===== src/rtl/vga_sprite_renderer.sv =====
// vga_sprite_renderer
//   Pixel-colour stage that sits directly after the VGA timing controller.
//   It paints a checkerboard background and a square sprite that moves once per
//   frame and bounces off the screen edges. All colour outputs and all re-timed
//   sync/blank strobes have a fixed latency of 2 clocks.
//
// Ports
//   Clock       in   pixel clock
//   Reset_n     in   synchronous active-low reset
//   Run         in   1 = sprite steps on frame ticks, 0 = sprite frozen
//   blank_n     in   1 = active pixel
//   sync_n      in   composite sync from timing stage
//   hSync_n     in   horizontal sync from timing stage
//   vSync_n     in   vertical sync from timing stage (falling edge = frame tick)
//   nextX       in   pixel column (11 bits)
//   nextY       in   pixel row (10 bits)
//   Red/Green/Blue out  pixel colour, 8 bits per channel
//   blank_n_o, sync_n_o, hSync_n_o, vSync_n_o  out  input strobes delayed 2 clocks
//   FrameCount  out  frame ticks since reset, wraps at 16 bits
module vga_sprite_renderer #(
  parameter int          H_ACTIVE    = 800,
  parameter int          V_ACTIVE    = 600,
  parameter int          SPRITE_SIZE = 32,
  parameter int          STEP        = 2,
  parameter logic [23:0] SPRITE_RGB  = 24'hFF4000,
  parameter int          TILE_LOG2   = 6
) (
  input  logic        Clock,
  input  logic        Reset_n,
  input  logic        Run,
  input  logic        blank_n,
  input  logic        sync_n,
  input  logic        hSync_n,
  input  logic        vSync_n,
  input  logic [10:0] nextX,
  input  logic [9:0]  nextY,
  output logic [7:0]  Red,
  output logic [7:0]  Green,
  output logic [7:0]  Blue,
  output logic        blank_n_o,
  output logic        sync_n_o,
  output logic        hSync_n_o,
  output logic        vSync_n_o,
  output logic [15:0] FrameCount
);

  localparam logic [11:0] L_H    = 12'(H_ACTIVE);
  localparam logic [11:0] L_V    = 12'(V_ACTIVE);
  localparam logic [11:0] L_SIZE = 12'(SPRITE_SIZE);
  localparam logic [11:0] L_STEP = 12'(STEP);

  // Sprite top-left corner; kept 12 bits wide so every compare and step
  // is done in 12-bit unsigned arithmetic without any wrap.
  logic [11:0] r_sx;
  logic [11:0] r_sy;
  logic        r_dirXPos;
  logic        r_dirYPos;
  logic        r_vSyncPrev;

  // Stage-1 registers
  logic r_s1Blank;
  logic r_s1Sync;
  logic r_s1HSync;
  logic r_s1VSync;
  logic r_s1InSprite;
  logic r_s1Tile;

  logic [11:0] w_x;
  logic [11:0] w_y;
  logic        w_inSprite;
  logic        w_tile;
  logic        w_tick;
  logic [11:0] w_sxNext;
  logic [11:0] w_syNext;
  logic        w_dirXNext;
  logic        w_dirYNext;

  assign w_x = {1'b0, nextX};
  assign w_y = {2'b0, nextY};

  assign w_inSprite = (w_x >= r_sx) && (w_x <= r_sx + L_SIZE - 12'd1) &&
                      (w_y >= r_sy) && (w_y <= r_sy + L_SIZE - 12'd1);
  assign w_tile     = nextX[TILE_LOG2] ^ nextY[TILE_LOG2];

  // Frame tick is the one-cycle falling edge of vSync_n.
  assign w_tick = r_vSyncPrev & ~vSync_n;

  // Candidate sprite position after one step; a direction flips when the
  // sprite would cross an edge, and the sprite is clamped to that edge.
  always_comb begin
    w_sxNext   = r_sx;
    w_syNext   = r_sy;
    w_dirXNext = r_dirXPos;
    w_dirYNext = r_dirYPos;

    if (r_dirXPos) begin
      if (r_sx + L_STEP + L_SIZE > L_H) begin
        w_sxNext   = L_H - L_SIZE;
        w_dirXNext = 1'b0;
      end else begin
        w_sxNext = r_sx + L_STEP;
      end
    end else begin
      if (r_sx < L_STEP) begin
        w_sxNext   = 12'd0;
        w_dirXNext = 1'b1;
      end else begin
        w_sxNext = r_sx - L_STEP;
      end
    end

    if (r_dirYPos) begin
      if (r_sy + L_STEP + L_SIZE > L_V) begin
        w_syNext   = L_V - L_SIZE;
        w_dirYNext = 1'b0;
      end else begin
        w_syNext = r_sy + L_STEP;
      end
    end else begin
      if (r_sy < L_STEP) begin
        w_syNext   = 12'd0;
        w_dirYNext = 1'b1;
      end else begin
        w_syNext = r_sy - L_STEP;
      end
    end
  end

  // Frame counter and sprite motion; position only moves on a tick so a
  // visible frame is always drawn with a single sprite position.
  always_ff @(posedge Clock) begin
    if (!Reset_n) begin
      r_vSyncPrev <= 1'b0;
      FrameCount  <= 16'd0;
      r_sx        <= 12'd0;
      r_sy        <= 12'd0;
      r_dirXPos   <= 1'b1;
      r_dirYPos   <= 1'b1;
    end else begin
      r_vSyncPrev <= vSync_n;
      if (w_tick) begin
        FrameCount <= FrameCount + 16'd1;
        if (Run) begin
          r_sx      <= w_sxNext;
          r_sy      <= w_syNext;
          r_dirXPos <= w_dirXNext;
          r_dirYPos <= w_dirYNext;
        end
      end
    end
  end

  // Stage 1: capture strobes and per-pixel flags.
  always_ff @(posedge Clock) begin
    if (!Reset_n) begin
      r_s1Blank    <= 1'b0;
      r_s1Sync     <= 1'b1;
      r_s1HSync    <= 1'b1;
      r_s1VSync    <= 1'b1;
      r_s1InSprite <= 1'b0;
      r_s1Tile     <= 1'b0;
    end else begin
      r_s1Blank    <= blank_n;
      r_s1Sync     <= sync_n;
      r_s1HSync    <= hSync_n;
      r_s1VSync    <= vSync_n;
      r_s1InSprite <= w_inSprite;
      r_s1Tile     <= w_tile;
    end
  end

  // Stage 2: pick the colour and register every output.
  always_ff @(posedge Clock) begin
    if (!Reset_n) begin
      Red       <= 8'd0;
      Green     <= 8'd0;
      Blue      <= 8'd0;
      blank_n_o <= 1'b0;
      sync_n_o  <= 1'b1;
      hSync_n_o <= 1'b1;
      vSync_n_o <= 1'b1;
    end else begin
      blank_n_o <= r_s1Blank;
      sync_n_o  <= r_s1Sync;
      hSync_n_o <= r_s1HSync;
      vSync_n_o <= r_s1VSync;
      if (!r_s1Blank) begin
        {Red, Green, Blue} <= 24'd0;
      end else if (r_s1InSprite) begin
        {Red, Green, Blue} <= SPRITE_RGB;
      end else if (r_s1Tile) begin
        {Red, Green, Blue} <= 24'h606060;
      end else begin
        {Red, Green, Blue} <= 24'h202020;
      end
    end
  end

endmodule


===== config.mk =====
export PLATFORM = sky130hd
export DESIGN_NAME = vga_sprite_renderer
export DESIGN_NICKNAME = d
export VERILOG_FILES = /design/src/rtl/vga_sprite_renderer.sv
export SDC_FILE = /design/constraint.sdc
export NUM_CORES = 1
export LEC_CHECK = 0
export ABC_CLOCK_PERIOD_IN_PS = 3310
export CAP_MARGIN = 10
export CORE_ASPECT_RATIO = 1.4
export CORE_UTILIZATION = 57
export CTS_BUF_LIST = sky130_fd_sc_hd__clkbuf_8
export DETAILED_ROUTE_END_ITERATION = 16
export PLACE_DENSITY = 0.83
export SLEW_MARGIN = 10
export SYNTH_ARGS = -nofsm -noshare
export SYNTH_HDL_FRONTEND = slang
export SYNTH_SLANG_ARGS = --single-unit

===== constraint.sdc =====
create_clock -name Clock -period 3.31 [get_ports Clock]
set_input_delay 0.993 -clock Clock [delete_from_list [all_inputs] [get_ports Clock]]
set_output_delay 0.993 -clock Clock [all_outputs]
set_load 0.005 [all_outputs]

### Word level (Yosys, flattened, before mapping)

Cells that the tools add are included.
W data, S select, Z words.

* bitwise operators: 5
* reductions and logical operators: 6
* add/subtract/negate cells: 11
* order comparisons: 8
* multiplexer cells: 15

Operators with widths (count)
* $mux W12: 6
* $add A12 B6 Y12 const B: 4
* $add A12 B2 Y12 const B: 2
* $gt A12 B10 Y1 const B: 2
* $lt A12 B2 Y1 const B: 2
* $sub A12 B1 Y12 const B: 2
* $sub A12 B2 Y12 const B: 2
* $add A16 B1 Y16 const B: 1
* $mux W7: 2
* $ge A10 B12 Y1: 1
* $ge A11 B12 Y1: 1
* $le A10 B12 Y1: 1
* $le A11 B12 Y1: 1
* $mux W8: 1
* $mux W1: 6
* $reduce_and A2 Y1: 2
* $logic_and A1 B1 Y1: 3
* $not A1 Y1: 3
* $reduce_or A3 Y1: 1
* $and A1 B1 Y1: 1
* $xor A1 B1 Y1: 1

* flip-flop bits (word level): 77
* input port bits: 28

### Longest topological paths before layout

* depth in word-level cells: 6
* mapped depth: 14
* gate-level depth less buffers: 13

### Least setup slack after synthesis

OpenSTA, ideal clock, no wires.

* path type: register to register
* start: register r_sy[1]
* end: register r_sy[5]
* data arrival time: 2.861 ns
* buffers on the path: 3
* stages on the path, launching flop included: 15
* path slack: 0.332 ns
* cell sequence: dfxtp_1 -> buf_4 -> and4_1 -> buf_2 -> nand2_1 -> xnor2_1 -> ha_1 -> and3_1 -> a32oi_1 -> or4b_1 -> and3_1 -> nor3_2 -> buf_4 -> o21ai_1 -> a32o_1

* longest elaborated chain between the ends: 5
* elaborated cells on any way between the ends: 8
* classes of those cells: 3 x add/sub; 2 x order compare; 3 x mux

Ends and longest elaborated chain
* start: declaration: line 55 `logic [11:0] r_sy;`
* start signal: assignment: line 145 `r_sy <= w_syNext;`
* $add A12 B2 Y12: line 113, 117
* $add A12 B6 Y12: line 113 `if (r_sy + L_STEP + L_SIZE > L_V) begin`
* $gt A12 B10 Y1: line 113
* $mux W12: line 113
* $mux W12 (*): line 112 `if (r_dirYPos) begin`

Every way passes the cells marked *; elsewhere a longest branch is shown, timed or not.
A chain may end at the register's enable or synchronous reset.

### Final worst setup path

* start: register r_sy[2]
* end: register r_sy[4]

Same word-level chain as after synthesis.

==> reports/results.ini <==
[global_routing]
use_met3_pct = 3.61
grt_max_degree = 58
grt_first_pass_wirelength_um = 22300
grt_util_all_layers_pct = 31.0
grt.busiest_layer = met2
grtUsageMet1_pct = 33.8
gr-usage-met2_pct = 56.7
grt_antenna_before_repair = 0
grt_pass1_vias = 4784
overflow = 0

[timing]
hold_viol = 0
post-route-min-period_ns = 3.04
slew_headroom_pct = 56.2
setup_tns_ns = 0
worst_slack_ns = 0.268
worstMarginPinSlew_ns = 0.649
rsz0062_at_grt = no
fin_crit_sh_pct = 91.9
final-max-slew-violation-count = 0
finClkSkew_ns = 0.0139
clock.fmax_mhz = 329
setup_viol = 0

[cells_and_area]
final_layout_size_suffix_gt1_share_pct = 7.11
area_growth_pct = 14.0
layout_common_cells = clkdlybuf4s50_1, dfxtp_1, nand2_1
design_area_um2 = 5570
finish.utilization_pct = 67.5
nets = 748
diodes = 0
fill_cells = 693
final_common_cell = clkdlybuf4s50_1

[cts]
htree_levels = 2
cts_hold_repair.buffers = 0
insertion_delay_ns = 0.33
path_clk_slew_ns = 0.12
post-cts-setup-buffers = 0
cts_root_buffer = clkbuf_8
numCtsBuffers = 5
cts_tree = done
clock_path_buffers = 2
cts.sinks = 56
cts-resized-gates = 0

[setup_path]
crit_required_ns = 3.54
cp-start-kind = flip-flop
rr_endpoint = r_sy[4]$_SDFFE_PN0P_
critPathMaxFanout = 11
critical_path_arrival_ns = 3.27
rrSetupSlack_ns = 0.27
r2r-start = r_sy[2]$_SDFFE_PN0P_
end_kind = flip-flop
critical_path_class = reg -> reg
rr_worst_depth = 12

[floorplan]
die_h_um = 112
die_x_um = 80.2
ios = 72
die_area_um2 = 8950
core_area_um2 = 8250
rows = 39
initial_core_util_pct = 59.2

[synthesis]
postSynthAreaPerCell_um2 = 7.68
synth.cell_area_um2 = 4890
synth-main-ff-cell = dfxtp_1
ys_types = 69
postSynth.asyncResetShare_pct = 0
ys_warn_count = 0
synthCells = 636
synth_edf_count = 0
ys_seq_area_share_pct = 22.9
synth_seq_cells = 56

[placement]
gp_congestion = 0.979
dp_slack_ns = 0.259
dp_hpwl_um = 10300
placed_area_um2 = 5480
io_buffers = 59

[min_path]
hold_end = hSync_n_o$_SDFF_PN1_
worstHoldStart = r_s1HSync$_SDFF_PN1_
hold_path.class = reg -> reg
min_path_cells = 1

[route]
route.detailed.drc = 0
wire_per_inst_um = 17.2
drt_wl_total_um = 13400
ant_nets = 0
via_per_inst = 6.29
firstDrtPassIters = 5
num_vias = 4885
drtIter0Drc = 419

[job]
drv_cap = 0

[power_and_ir_drop]
power_w = 0.00135
vdd.ir_drop.worst_mv = 0.280
p_leak_nw = 2.14
p_per_area_nw_per_um2 = 243

[status]
outcome = finished, final reports clean

where the power goes:
part	internal [W]	leakage, nW	total [W]	switching, W
registers	0.000686	0.455	0.000698	0.0000122
clock network	0.000155	0.0452	0.000409	0.000254
logic	0.000117	1.64	0.000246	0.000128
critical path, cell delays in order (launching register included):
cell	delay (ns)
dfxtp_1	0.51
and4_1	0.27
nand2_1	0.11
xnor2_1	0.16
ha_1	0.25
and3_1	0.19
a32oi_1	0.18
or4b_1	0.44
and3_1	0.20
nor3_2	0.14
buf_4	0.20
o21ai_1	0.08
a31o_1	0.22
logic make-up after synthesis:
family,Yosys count,synth area share (%)
AO/OA/AOI/OAI,151,20.0
XOR/XNOR,53,9.50
adder cells (fa/ha/maj),46,11.8
buffers and inverters,89,9.22
flip-flops,56,22.9
multiplexers,3,0.640
other,1,0.0768
AND/OR/NAND/NOR,237,25.9
metal layers:
| metal | vias up | part of all wire [%] |
|---|---|---|
| li1 | 2319 | - |
| met2 | 214 | 53 |
| met3 | 57 | 4.8 |
| met5 | - | 0 |
| met1 | 2295 | 38 |
| met4 | 0 | 4.4 |
registers in the layout, indices dropped and copies added, names as in the netlist:
register and flops:
r_s1Sync 1, sync_n_o 1, r_s1Tile 1, r_sy 11, FrameCount 16, r_vSyncPrev 1, r_s1HSync 1, Red 3
blank_n_o 1, vSync_n_o 1, r_s1VSync 1, Blue 2, r_dirYPos 1, r_s1Blank 1, r_s1InSprite 1, hSync_n_o 1
r_dirXPos 1, r_sx 11
final cells by class:
| cell class | instances | area [um^2] | share of cell area, % |
|---|---|---|---|
| Clock buffer | 5 | 68.8 | 1.24 |
| Clock inverter | 3 | 25.0 | 0.449 |
| Inverter | 25 | 93.8 | 1.68 |
| Multi-Input combinational cell | 502 | 3360 | 60.2 |
| Sequential cell | 56 | 1120 | 20.1 |
| Tap cell | 102 | 128 | 2.29 |
| Timing Repair Buffer | 84 | 778 | 14.0 |
how the worst max path moves through the flow:
stage / startpoint / to / slack (ns)
floorplan: r_sy[1]$_SDFFE_PN0P_ / r_sy[5]$_SDFFE_PN0P_ / 0.33
global placement: nextX[2] / r_s1InSprite$_SDFF_PN0_ / 0.29
detailed placement: nextX[1] / r_s1InSprite$_SDFF_PN0_ / 0.26
CTS: r_sy[2]$_SDFFE_PN0P_ / r_sy[4]$_SDFFE_PN0P_ / 0.31
global route: r_sy[2]$_SDFFE_PN0P_ / r_sy[9]$_SDFFE_PN0P_ / 0.1
finish: r_sy[2]$_SDFFE_PN0P_ / r_sy[4]$_SDFFE_PN0P_ / 0.27
metrics by stage:
stage                     hold WS, ns  cells
after global placement          0.388    769
after detailed placement        0.404    769
after floorplan                 0.386    647
after CTS                       0.430    777
final                           0.426    777
after global routing            0.447    777
cells in the mapped netlist, types with 3 or more instances:
| cell type | count | area (um^2) |
|---|---|---|
| dfxtp_1 | 56 | 1120 |
| nand2_1 | 53 | 199 |
| ha_1 | 46 | 576 |
| nor2_1 | 45 | 169 |
| xnor2_1 | 45 | 394 |
| o21ai_0 | 41 | 205 |
| a21oi_1 | 30 | 150 |
| buf_4 | 27 | 203 |
| inv_1 | 24 | 90.1 |
| clkbuf_1 | 23 | 86.3 |
| and2_1 | 21 | 131 |
| nand4_1 | 20 | 125 |
| nor3_1 | 20 | 100 |
| nand3_1 | 19 | 95.1 |
| buf_2 | 12 | 60.1 |
| and3_1 | 11 | 68.8 |
| a21o_1 | 10 | 75.1 |
| nand2b_1 | 9 | 56.3 |
| o211ai_1 | 8 | 60.1 |
| o21ai_1 | 8 | 40.0 |
| xor2_1 | 8 | 70.1 |
| a31oi_1 | 6 | 37.5 |
| a32oi_1 | 5 | 43.8 |
| and4_1 | 5 | 43.8 |
| o21a_1 | 5 | 37.5 |
| a211oi_1 | 4 | 30.0 |
| nand3b_1 | 4 | 30.0 |
| a21boi_0 | 3 | 22.5 |
| a21boi_1 | 3 | 22.5 |
| a221oi_1 | 3 | 26.3 |
| nand4b_1 | 3 | 26.3 |
| nor2b_1 | 3 | 18.8 |
| nor4_1 | 3 | 18.8 |
| o31ai_1 | 3 | 22.5 |
| o32ai_1 | 3 | 26.3 |
| or2_2 | 3 | 18.8 |
| or3_1 | 3 | 18.8 |
| or4_4 | 3 | 33.8 |
(Power assumes the default switching activity.)
